==> src/rtl/traffic_pkg.sv <==
// rtl/traffic_pkg.sv - shared state enum, arrow encodings and duration helper (LEFT_TURN_EN adds left states)
package traffic_pkg;

`ifdef LEFT_TURN_EN
    typedef enum logic [2:0] {
        ST_ALLRED,
        ST_GREEN,
        ST_AMBER,
        ST_LEFT_GREEN,
        ST_LEFT_AMBER
    } phase_state_e;
`else
    typedef enum logic [1:0] {
        ST_ALLRED,
        ST_GREEN,
        ST_AMBER
    } phase_state_e;
`endif

    localparam logic [1:0] ARROW_OFF   = 2'b00;
    localparam logic [1:0] ARROW_GREEN = 2'b01;
    localparam logic [1:0] ARROW_AMBER = 2'b10;

    // Seconds-counter value on whose tick an interval of dur seconds ends
    function automatic logic [15:0] last_count(input int dur);
        return 16'(dur - 1);
    endfunction

endpackage

==> src/rtl/traffic_phase_sequencer_if.sv <==
// rtl/traffic_phase_sequencer_if.sv - request inputs and lamp outputs of the phase sequencer
interface traffic_phase_sequencer_if #(
    parameter int NUM_PHASES = 2
);
    localparam int IDX_W = (NUM_PHASES > 1) ? $clog2(NUM_PHASES) : 1;

    logic                  debug;
    logic [NUM_PHASES-1:0] walk_request;
    logic                  left_turn_request;
    logic [NUM_PHASES-1:0] green;
    logic [NUM_PHASES-1:0] amber;
    logic [NUM_PHASES-1:0] red;
    logic [NUM_PHASES-1:0] walk_light;
    logic [1:0]            left_turn;
    logic [IDX_W-1:0]      phase_idx;

    modport master (
        output debug, walk_request, left_turn_request,
        input  green, amber, red, walk_light, left_turn, phase_idx
    );

    modport slave (
        input  debug, walk_request, left_turn_request,
        output green, amber, red, walk_light, left_turn, phase_idx
    );
endinterface

==> src/rtl/traffic_tick_gen.sv <==
// rtl/traffic_tick_gen.sv - one-second tick prescaler with debug fast-tick mode
module traffic_tick_gen #(
    parameter int TICK_DIV = 27000000
) (
    input  logic clk_27,
    input  logic reset,
    input  logic debug,
    output logic tick
);
    localparam int DIV_W = (TICK_DIV > 1) ? $clog2(TICK_DIV) : 1;
    localparam logic [DIV_W-1:0] DIV_LAST = DIV_W'(TICK_DIV - 1);

    logic [DIV_W-1:0] div_q, div_d;
    logic             debug_q, debug_d;

    // Debug mode is only re-sampled on a tick so a tick interval is never cut short
    always_comb begin
        tick    = debug_q || (div_q == DIV_LAST);
        div_d   = tick ? '0 : div_q + 1'b1;
        debug_d = tick ? debug : debug_q;
    end

    // Divider and sampled debug mode registers
    always_ff @(posedge clk_27 or negedge reset) begin
        if (!reset) begin
            div_q   <= '0;
            debug_q <= 1'b0;
        end else begin
            div_q   <= div_d;
            debug_q <= debug_d;
        end
    end
endmodule

==> src/rtl/traffic_phase_sequencer.sv <==
// rtl/traffic_phase_sequencer.sv - rotating through-phase sequencer with walk service; LEFT_TURN_EN adds the protected left arrow
module traffic_phase_sequencer
    import traffic_pkg::*;
#(
    parameter int NUM_PHASES = 2,
    parameter int TICK_DIV   = 27000000,
    parameter int GREEN_S    = 10,
    parameter int AMBER_S    = 3,
    parameter int ALLRED_S   = 1,
    parameter int WALK_S     = 6,
    parameter int LEFT_S     = 5,
    parameter int LEFT_PHASE = 0
) (
    input  logic                     clk_27,
    input  logic                     reset,
    traffic_phase_sequencer_if.slave sif
);
    localparam int IDX_W = (NUM_PHASES > 1) ? $clog2(NUM_PHASES) : 1;
    localparam logic [IDX_W-1:0] LAST_PHASE = IDX_W'(NUM_PHASES - 1);

    typedef logic [NUM_PHASES-1:0] lamp_t;

    function automatic lamp_t phase_bit(input logic [IDX_W-1:0] idx);
        return lamp_t'(1) << idx;
    endfunction

    logic             tick;
    phase_state_e     state_q, state_d;
    logic [IDX_W-1:0] phase_q, phase_d, next_phase;
    logic [15:0]      sec_q, sec_d;
    lamp_t            latch_q, latch_d, req_all;
    lamp_t            walk_q, walk_d;
    lamp_t            green_q, green_d, amber_q, amber_d, red_q, red_d;
    logic [1:0]       arrow_q, arrow_d;

`ifdef LEFT_TURN_EN
    localparam logic [IDX_W-1:0] LEFT_IDX = IDX_W'(LEFT_PHASE);
    logic left_latch_q, left_latch_d, left_done_q, left_done_d, left_req;
`else
    logic unused_left;
    assign unused_left = sif.left_turn_request ^ (LEFT_S == LEFT_PHASE);
`endif

    traffic_tick_gen #(.TICK_DIV(TICK_DIV)) u_tick (
        .clk_27 (clk_27),
        .reset  (reset),
        .debug  (sif.debug),
        .tick   (tick)
    );

    // Next state, request latches and lamp decode; lamps follow the next state so they land one cycle after the ending tick
    always_comb begin
        state_d    = state_q;
        phase_d    = phase_q;
        sec_d      = sec_q;
        req_all    = latch_q | sif.walk_request;
        latch_d    = req_all;
        walk_d     = walk_q;
        next_phase = (phase_q == LAST_PHASE) ? '0 : phase_q + 1'b1;
`ifdef LEFT_TURN_EN
        left_req     = left_latch_q | sif.left_turn_request;
        left_latch_d = left_req;
        left_done_d  = left_done_q;
`endif
        if (tick) begin
            sec_d = sec_q + 1'b1;
            case (state_q)
                ST_ALLRED: begin
                    if (sec_q == last_count(ALLRED_S)) begin
                        sec_d = '0;
`ifdef LEFT_TURN_EN
                        if (left_req && !left_done_q && next_phase == LEFT_IDX) begin
                            state_d = ST_LEFT_GREEN;
                        end else
`endif
                        begin
                            // A request sampled in this entry cycle is served now and cleared
                            state_d = ST_GREEN;
                            phase_d = next_phase;
                            walk_d  = req_all & phase_bit(next_phase);
                            latch_d = req_all & ~phase_bit(next_phase);
                        end
                    end
                end
                ST_GREEN: begin
                    if (sec_q == last_count(GREEN_S)) begin
                        state_d = ST_AMBER;
                        sec_d   = '0;
                        walk_d  = '0;
                    end else if (sec_q == last_count(WALK_S)) begin
                        walk_d = '0;
                    end
                end
                ST_AMBER: begin
                    if (sec_q == last_count(AMBER_S)) begin
                        state_d = ST_ALLRED;
                        sec_d   = '0;
                    end
                end
`ifdef LEFT_TURN_EN
                ST_LEFT_GREEN: begin
                    if (sec_q == last_count(LEFT_S)) begin
                        state_d = ST_LEFT_AMBER;
                        sec_d   = '0;
                    end
                end
                ST_LEFT_AMBER: begin
                    if (sec_q == last_count(AMBER_S)) begin
                        state_d = ST_ALLRED;
                        sec_d   = '0;
                    end
                end
`endif
                default: begin
                    state_d = ST_ALLRED;
                    sec_d   = '0;
                    walk_d  = '0;
                end
            endcase
        end
`ifdef LEFT_TURN_EN
        // left_done keeps the ALLRED after the arrow from re-entering it before the through green
        if (state_q == ST_ALLRED && state_d == ST_LEFT_GREEN) begin
            left_latch_d = 1'b0;
            left_done_d  = 1'b1;
        end else if (state_q == ST_ALLRED && state_d == ST_GREEN) begin
            left_done_d = 1'b0;
        end
`endif
        green_d = '0;
        amber_d = '0;
        arrow_d = ARROW_OFF;
        case (state_d)
            ST_GREEN:      green_d = phase_bit(phase_d);
            ST_AMBER:      amber_d = phase_bit(phase_d);
`ifdef LEFT_TURN_EN
            ST_LEFT_GREEN: arrow_d = ARROW_GREEN;
            ST_LEFT_AMBER: arrow_d = ARROW_AMBER;
`endif
            default:       ;
        endcase
        red_d = ~(green_d | amber_d);
    end

    // Sequencer state and registered lamp outputs; reset drops straight to all-red
    always_ff @(posedge clk_27 or negedge reset) begin
        if (!reset) begin
            state_q <= ST_ALLRED;
            phase_q <= LAST_PHASE;
            sec_q   <= '0;
            latch_q <= '0;
            walk_q  <= '0;
            green_q <= '0;
            amber_q <= '0;
            red_q   <= '1;
            arrow_q <= ARROW_OFF;
`ifdef LEFT_TURN_EN
            left_latch_q <= 1'b0;
            left_done_q  <= 1'b0;
`endif
        end else begin
            state_q <= state_d;
            phase_q <= phase_d;
            sec_q   <= sec_d;
            latch_q <= latch_d;
            walk_q  <= walk_d;
            green_q <= green_d;
            amber_q <= amber_d;
            red_q   <= red_d;
            arrow_q <= arrow_d;
`ifdef LEFT_TURN_EN
            left_latch_q <= left_latch_d;
            left_done_q  <= left_done_d;
`endif
        end
    end

    assign sif.green      = green_q;
    assign sif.amber      = amber_q;
    assign sif.red        = red_q;
    assign sif.walk_light = walk_q;
    assign sif.left_turn  = arrow_q;
    assign sif.phase_idx  = phase_q;
endmodule

==> src/flat_wrapper.sv <==
// flat-port wrapper written by rule: the top's interface ports become plain ports
module traffic_phase_sequencer_flat import traffic_pkg::*;
#(
    parameter int NUM_PHASES = 2,
    parameter int TICK_DIV   = 27000000,
    parameter int GREEN_S    = 10,
    parameter int AMBER_S    = 3,
    parameter int ALLRED_S   = 1,
    parameter int WALK_S     = 6,
    parameter int LEFT_S     = 5,
    parameter int LEFT_PHASE = 0
)
  (clk_27, reset, sif_debug, sif_walk_request, sif_left_turn_request, sif_green, sif_amber, sif_red, sif_walk_light, sif_left_turn, sif_phase_idx);
  traffic_phase_sequencer_if #(.NUM_PHASES(NUM_PHASES)) sif_i ();
  input  logic clk_27;
  input  logic reset;
  input wire logic [$bits(sif_i.debug)-1:0] sif_debug;
  input wire logic [$bits(sif_i.walk_request)-1:0] sif_walk_request;
  input wire logic [$bits(sif_i.left_turn_request)-1:0] sif_left_turn_request;
  output wire logic [$bits(sif_i.green)-1:0] sif_green;
  output wire logic [$bits(sif_i.amber)-1:0] sif_amber;
  output wire logic [$bits(sif_i.red)-1:0] sif_red;
  output wire logic [$bits(sif_i.walk_light)-1:0] sif_walk_light;
  output wire logic [$bits(sif_i.left_turn)-1:0] sif_left_turn;
  output wire logic [$bits(sif_i.phase_idx)-1:0] sif_phase_idx;
  assign sif_i.debug = sif_debug;
  assign sif_i.walk_request = sif_walk_request;
  assign sif_i.left_turn_request = sif_left_turn_request;
  assign sif_green = sif_i.green;
  assign sif_amber = sif_i.amber;
  assign sif_red = sif_i.red;
  assign sif_walk_light = sif_i.walk_light;
  assign sif_left_turn = sif_i.left_turn;
  assign sif_phase_idx = sif_i.phase_idx;
  traffic_phase_sequencer #(.NUM_PHASES(NUM_PHASES), .TICK_DIV(TICK_DIV), .GREEN_S(GREEN_S), .AMBER_S(AMBER_S), .ALLRED_S(ALLRED_S), .WALK_S(WALK_S), .LEFT_S(LEFT_S), .LEFT_PHASE(LEFT_PHASE)) u_core (.clk_27(clk_27), .reset(reset), .sif(sif_i));
endmodule
==> config.mk <==
export PLATFORM = sky130hd
export DESIGN_NAME = traffic_phase_sequencer_flat
export DESIGN_NICKNAME = d
export VERILOG_FILES = /design/src/rtl/traffic_pkg.sv /design/src/rtl/traffic_phase_sequencer_if.sv /design/src/rtl/traffic_tick_gen.sv /design/src/rtl/traffic_phase_sequencer.sv /design/src/flat_wrapper.sv
export SDC_FILE = /design/constraint.sdc
export NUM_CORES = 1
export LEC_CHECK = 0
export BUFFER_PORTS_ARGS = -buffer_cell sky130_fd_sc_hd__buf_4
export CORE_MARGIN = 4
export CORE_UTILIZATION = 50
export DETAILED_ROUTE_END_ITERATION = 12
export GPL_TIMING_DRIVEN = 0
export PLACE_DENSITY = 0.68
export SYNTH_ARGS = -nofsm -noshare
export SYNTH_HDL_FRONTEND = slang
export SYNTH_SLANG_ARGS = --single-unit
==> constraint.sdc <==
create_clock -name clk_27 -period 2.3 [get_ports clk_27]
set_clock_uncertainty 0.15 [all_clocks]
set_input_delay 0.115 -clock clk_27 [delete_from_list [all_inputs] [get_ports clk_27]]
set_output_delay 0.115 -clock clk_27 [all_outputs]
set_load 0.005 [all_outputs]
==> flow_summary.yaml <==
floorplan:
  fp.coreArea_mm2: 0.00551
  initial_utilization_pct: 51.6
  die_y_um: 83.4
  rows: 27
  io_pins: 17
  fp.dieArea_mm2: 0.00695
  dieWidth_um: 83.4
yosys:
  dominantRegCellSynth: "dfrtp_1"
  synth-adder-area-share_pct: 2.20
  synth-edff-count: 0
  synth_area_mm2: 0.00284
  synth_top_family_by_area: "simple AND/OR/NAND/NOR gates"
  avgSynthCellArea_um2: 9.89
  muxShareOfSynthArea_pct: 1.10
  syn_inst: 287
  ys_seq_area_share_pct: 48.6
  ys_types: 54
  yosys.area_share.simple_pct: 25.9
  ys.warnings.count: 0
  synthArstFlopShare_pct: 100
  synth-xor-area-share_pct: 9.26
  synth-compound-area-share_pct: 9.26
  ys_seq_elements: 55
routing:
  drt_iter0_drc: 151
  drc: 0
  firstDrtPassIters: 4
  dr_total_vias: 2104
  wl_mm: 5.46
  wire_per_inst_um: 14.0
  avgViaCountPerCell: 5.41
  ant_nets: 0
clocking:
  ctsRootBufferMaster: "clkbuf_8"
  h-tree-depth: 2
  clkLatencyLatePin_ns: 0.31
  ctsLongestPathBuffers: 2
  cts.sinks: 55
  cts.reportedPaths.clkPinSlew_ns: 0.10
  cts_tree: "done"
  cts_inserted_buffers: 5
global_routing:
  top_usage_layer: "met2"
  first_global_vias: 2038
  gr-usage-met2_pct: 28.7
  met3_usage_pct: 3.17
  antenna_found_initial: 0
  use_met1_pct: 21.3
  grt_max_degree: 56
  grtUsageTotal_pct: 16.6
  grt_pass1_wl_mm: 9.54
  overflow: 0
run_status:
  status: "complete, no violations"
sta:
  fmax_mhz: 450
  tightest_slew_ns: 0.691
  setup_ws_ns: 0.0754
  hold_ws_ns: 0.244
  max-slew-margin-rel_pct: 54.0
  setup_violations: 0
  fin_crit_sh_pct: 96.7
  rsz0062_at_grt: "no"
  drv_slew: 0
  hold_violations: 0
  min_period_ns: 2.22
placed_design:
  routabilityCongestion: 0.778
  hpwl_mm: 3.73
  io_buffers: 13
  dp_slack_ns: -0.0943
  placed_cell_area_mm2: 0.00303
pwr:
  power_leakage_nw: 1.39
  ir_drop_mv: 0.341
  p_total_mw: 1.52
  p_per_area_mw_per_mm2: 467
setup_path:
  cp-start-kind: "register"
  setup.worst_path.class: "reg -> reg"
  r2r_setup_slack_ns: 0.08
  crit_start: "u_core.u_tick.div_q[0]$_DFF_PN0_"
  critPathArrivalTime_ns: 2.27
  reg2reg_depth: 7
  critical-path-slowest-cell: "dfrtp_1"
  required_ns: 2.35
  cpPeakStageDelay_ns: 0.42
  r2r-end: "u_core.sec_q[10]$_DFFE_PN0N_"
  r2r_start: "u_core.u_tick.div_q[0]$_DFF_PN0_"
  cp-end-kind: "register"
  worstPathMaxFanout: 10
  path_cells: "ha_1 > and4_4 > and3_4 > a31oi_4 > buf_6 > nor2_1 > a221o_1"
finish:
  drive_gt1_share_pct: 20.5
  final_util_pct: 59.0
  nFillCells: 494
  nNetsFinal: 327
  diodes: 0
  layout_commonest_cell: "dfrtp_1"
  final_cell_mix: "dfrtp_1 (52), nor2_1 (43), buf_4 (22)"
  area_growth_pct: 14.5
  postLayoutCellArea_mm2: 0.00325
flow_run:
  drv_cap: 0
worst_hold_path:
  hold_path.class: "in -> async"
-- synthesized netlist by cell type, types with 3 or more instances --
library cell / number / area [um^2]
a21oi_1: 7 / 35.0
o21ai_0: 9 / 45.0
xor2_1: 18 / 158
xnor2_1: 12 / 105
inv_1: 5 / 18.8
and3_1: 6 / 37.5
ha_1: 5 / 62.6
buf_2: 4 / 20.0
nor4_1: 4 / 25.0
nor2_1: 43 / 161
and2_1: 3 / 18.8
dfrtp_1: 52 / 1300
buf_4: 4 / 30.0
nand2_1: 20 / 75.1
clkbuf_1: 4 / 15.0
nand3_1: 16 / 80.1
dfstp_2: 3 / 78.8
or3_1: 4 / 25.0
nor3_1: 3 / 15.0
o21ai_1: 12 / 60.1
nand4_1: 8 / 50.1
nor3_2: 4 / 40.0
-- through the flow --
stage | cells | setup TNS (ns)
after CTS | 385 | 0
after global routing | 389 | 0
after global placement | 373 | -0.107
after detailed placement | 373 | -0.132
after floorplan | 288 | 0
final | 389 | 0
-- cells by family after synthesis --
family,count (synthesis)
AOI/OAI and AO/OA,42
xor gates and xnor gates,30
adders and majority gates,5
buffers and inverters,18
DFF,55
muxes,3
other,1
and+or+nand+nor,133
-- layer usage --
layer | up-vias | share of wire (%)
li1 | 1050 | -
met1 | 1015 | 46
met3 | 7 | 3.4
met2 | 32 | 50
met4 | 0 | 1.2
met5 | - | 0
-- repair_timing --
action	4_1_cts	5_1_grt
setup endpoints to repair	8	41
pin swaps	0	2
hold buffers	4	0
hold endpoints to repair	56	0
resized for setup	4	15
buffers inserted	0	4
-- final cells by class --
class / instances / area [um^2] / area share, %
plain buffers: 12 / 80.1 / 2.46
clock buffers: 6 / 72.6 / 2.23
clock inverters: 2 / 12.5 / 0.385
inverters: 6 / 36.3 / 1.12
multi-input cells: 215 / 1410 / 43.4
flip-flops and latches: 55 / 1380 / 42.5
well taps: 72 / 90.1 / 2.77
repair buffers: 21 / 168 / 5.16
-- worst max-delay path: cells and delay by family (launching register included) --
family	cells	cell delay (ns)
adders and majority gates	1	0.26
buffers and inverters	1	0.20
AOI/OAI and AO/OA	2	0.55
and+or+nand+nor	3	0.53
DFF	1	0.42
-- worst max path at each step --
stage,to,cells after the start
2_1_floorplan,u_core.sec_q[10]$_DFFE_PN0N_,7
3_3_place_gp,u_core.sec_q[10]$_DFFE_PN0N_,7
3_5_place_dp,u_core.sec_q[10]$_DFFE_PN0N_,7
4_1_cts,u_core.sif.walk_light[1]$_DFFE_PN0P_,6
5_1_grt,u_core.sif.walk_light[1]$_DFFE_PN0P_,6
6_report,u_core.sec_q[10]$_DFFE_PN0N_,7
-- power by group --
group / total (mW) / leakage, nW / internal (mW) / switching, mW
clock: 0.520 / 0.0412 / 0.214 / 0.307
combinational: 0.0318 / 0.626 / 0.0108 / 0.0210
sequential: 0.966 / 0.723 / 0.966 / 0.0000000000000000534
-- registers in the layout, indices dropped and copies added (netlist names) --
register               count
u_core.sif.red             2
u_core.sif.phase_idx       1
u_core.u_tick.debug_q      1
u_core.sif.green           2
u_core.latch_q             2
u_core.state_q             2
u_core.sif.amber           2
u_core.sec_q              16
u_core.u_tick.div_q       25
u_core.sif.walk_light      2
No activity file was read; power rests on OpenSTA's default activity.
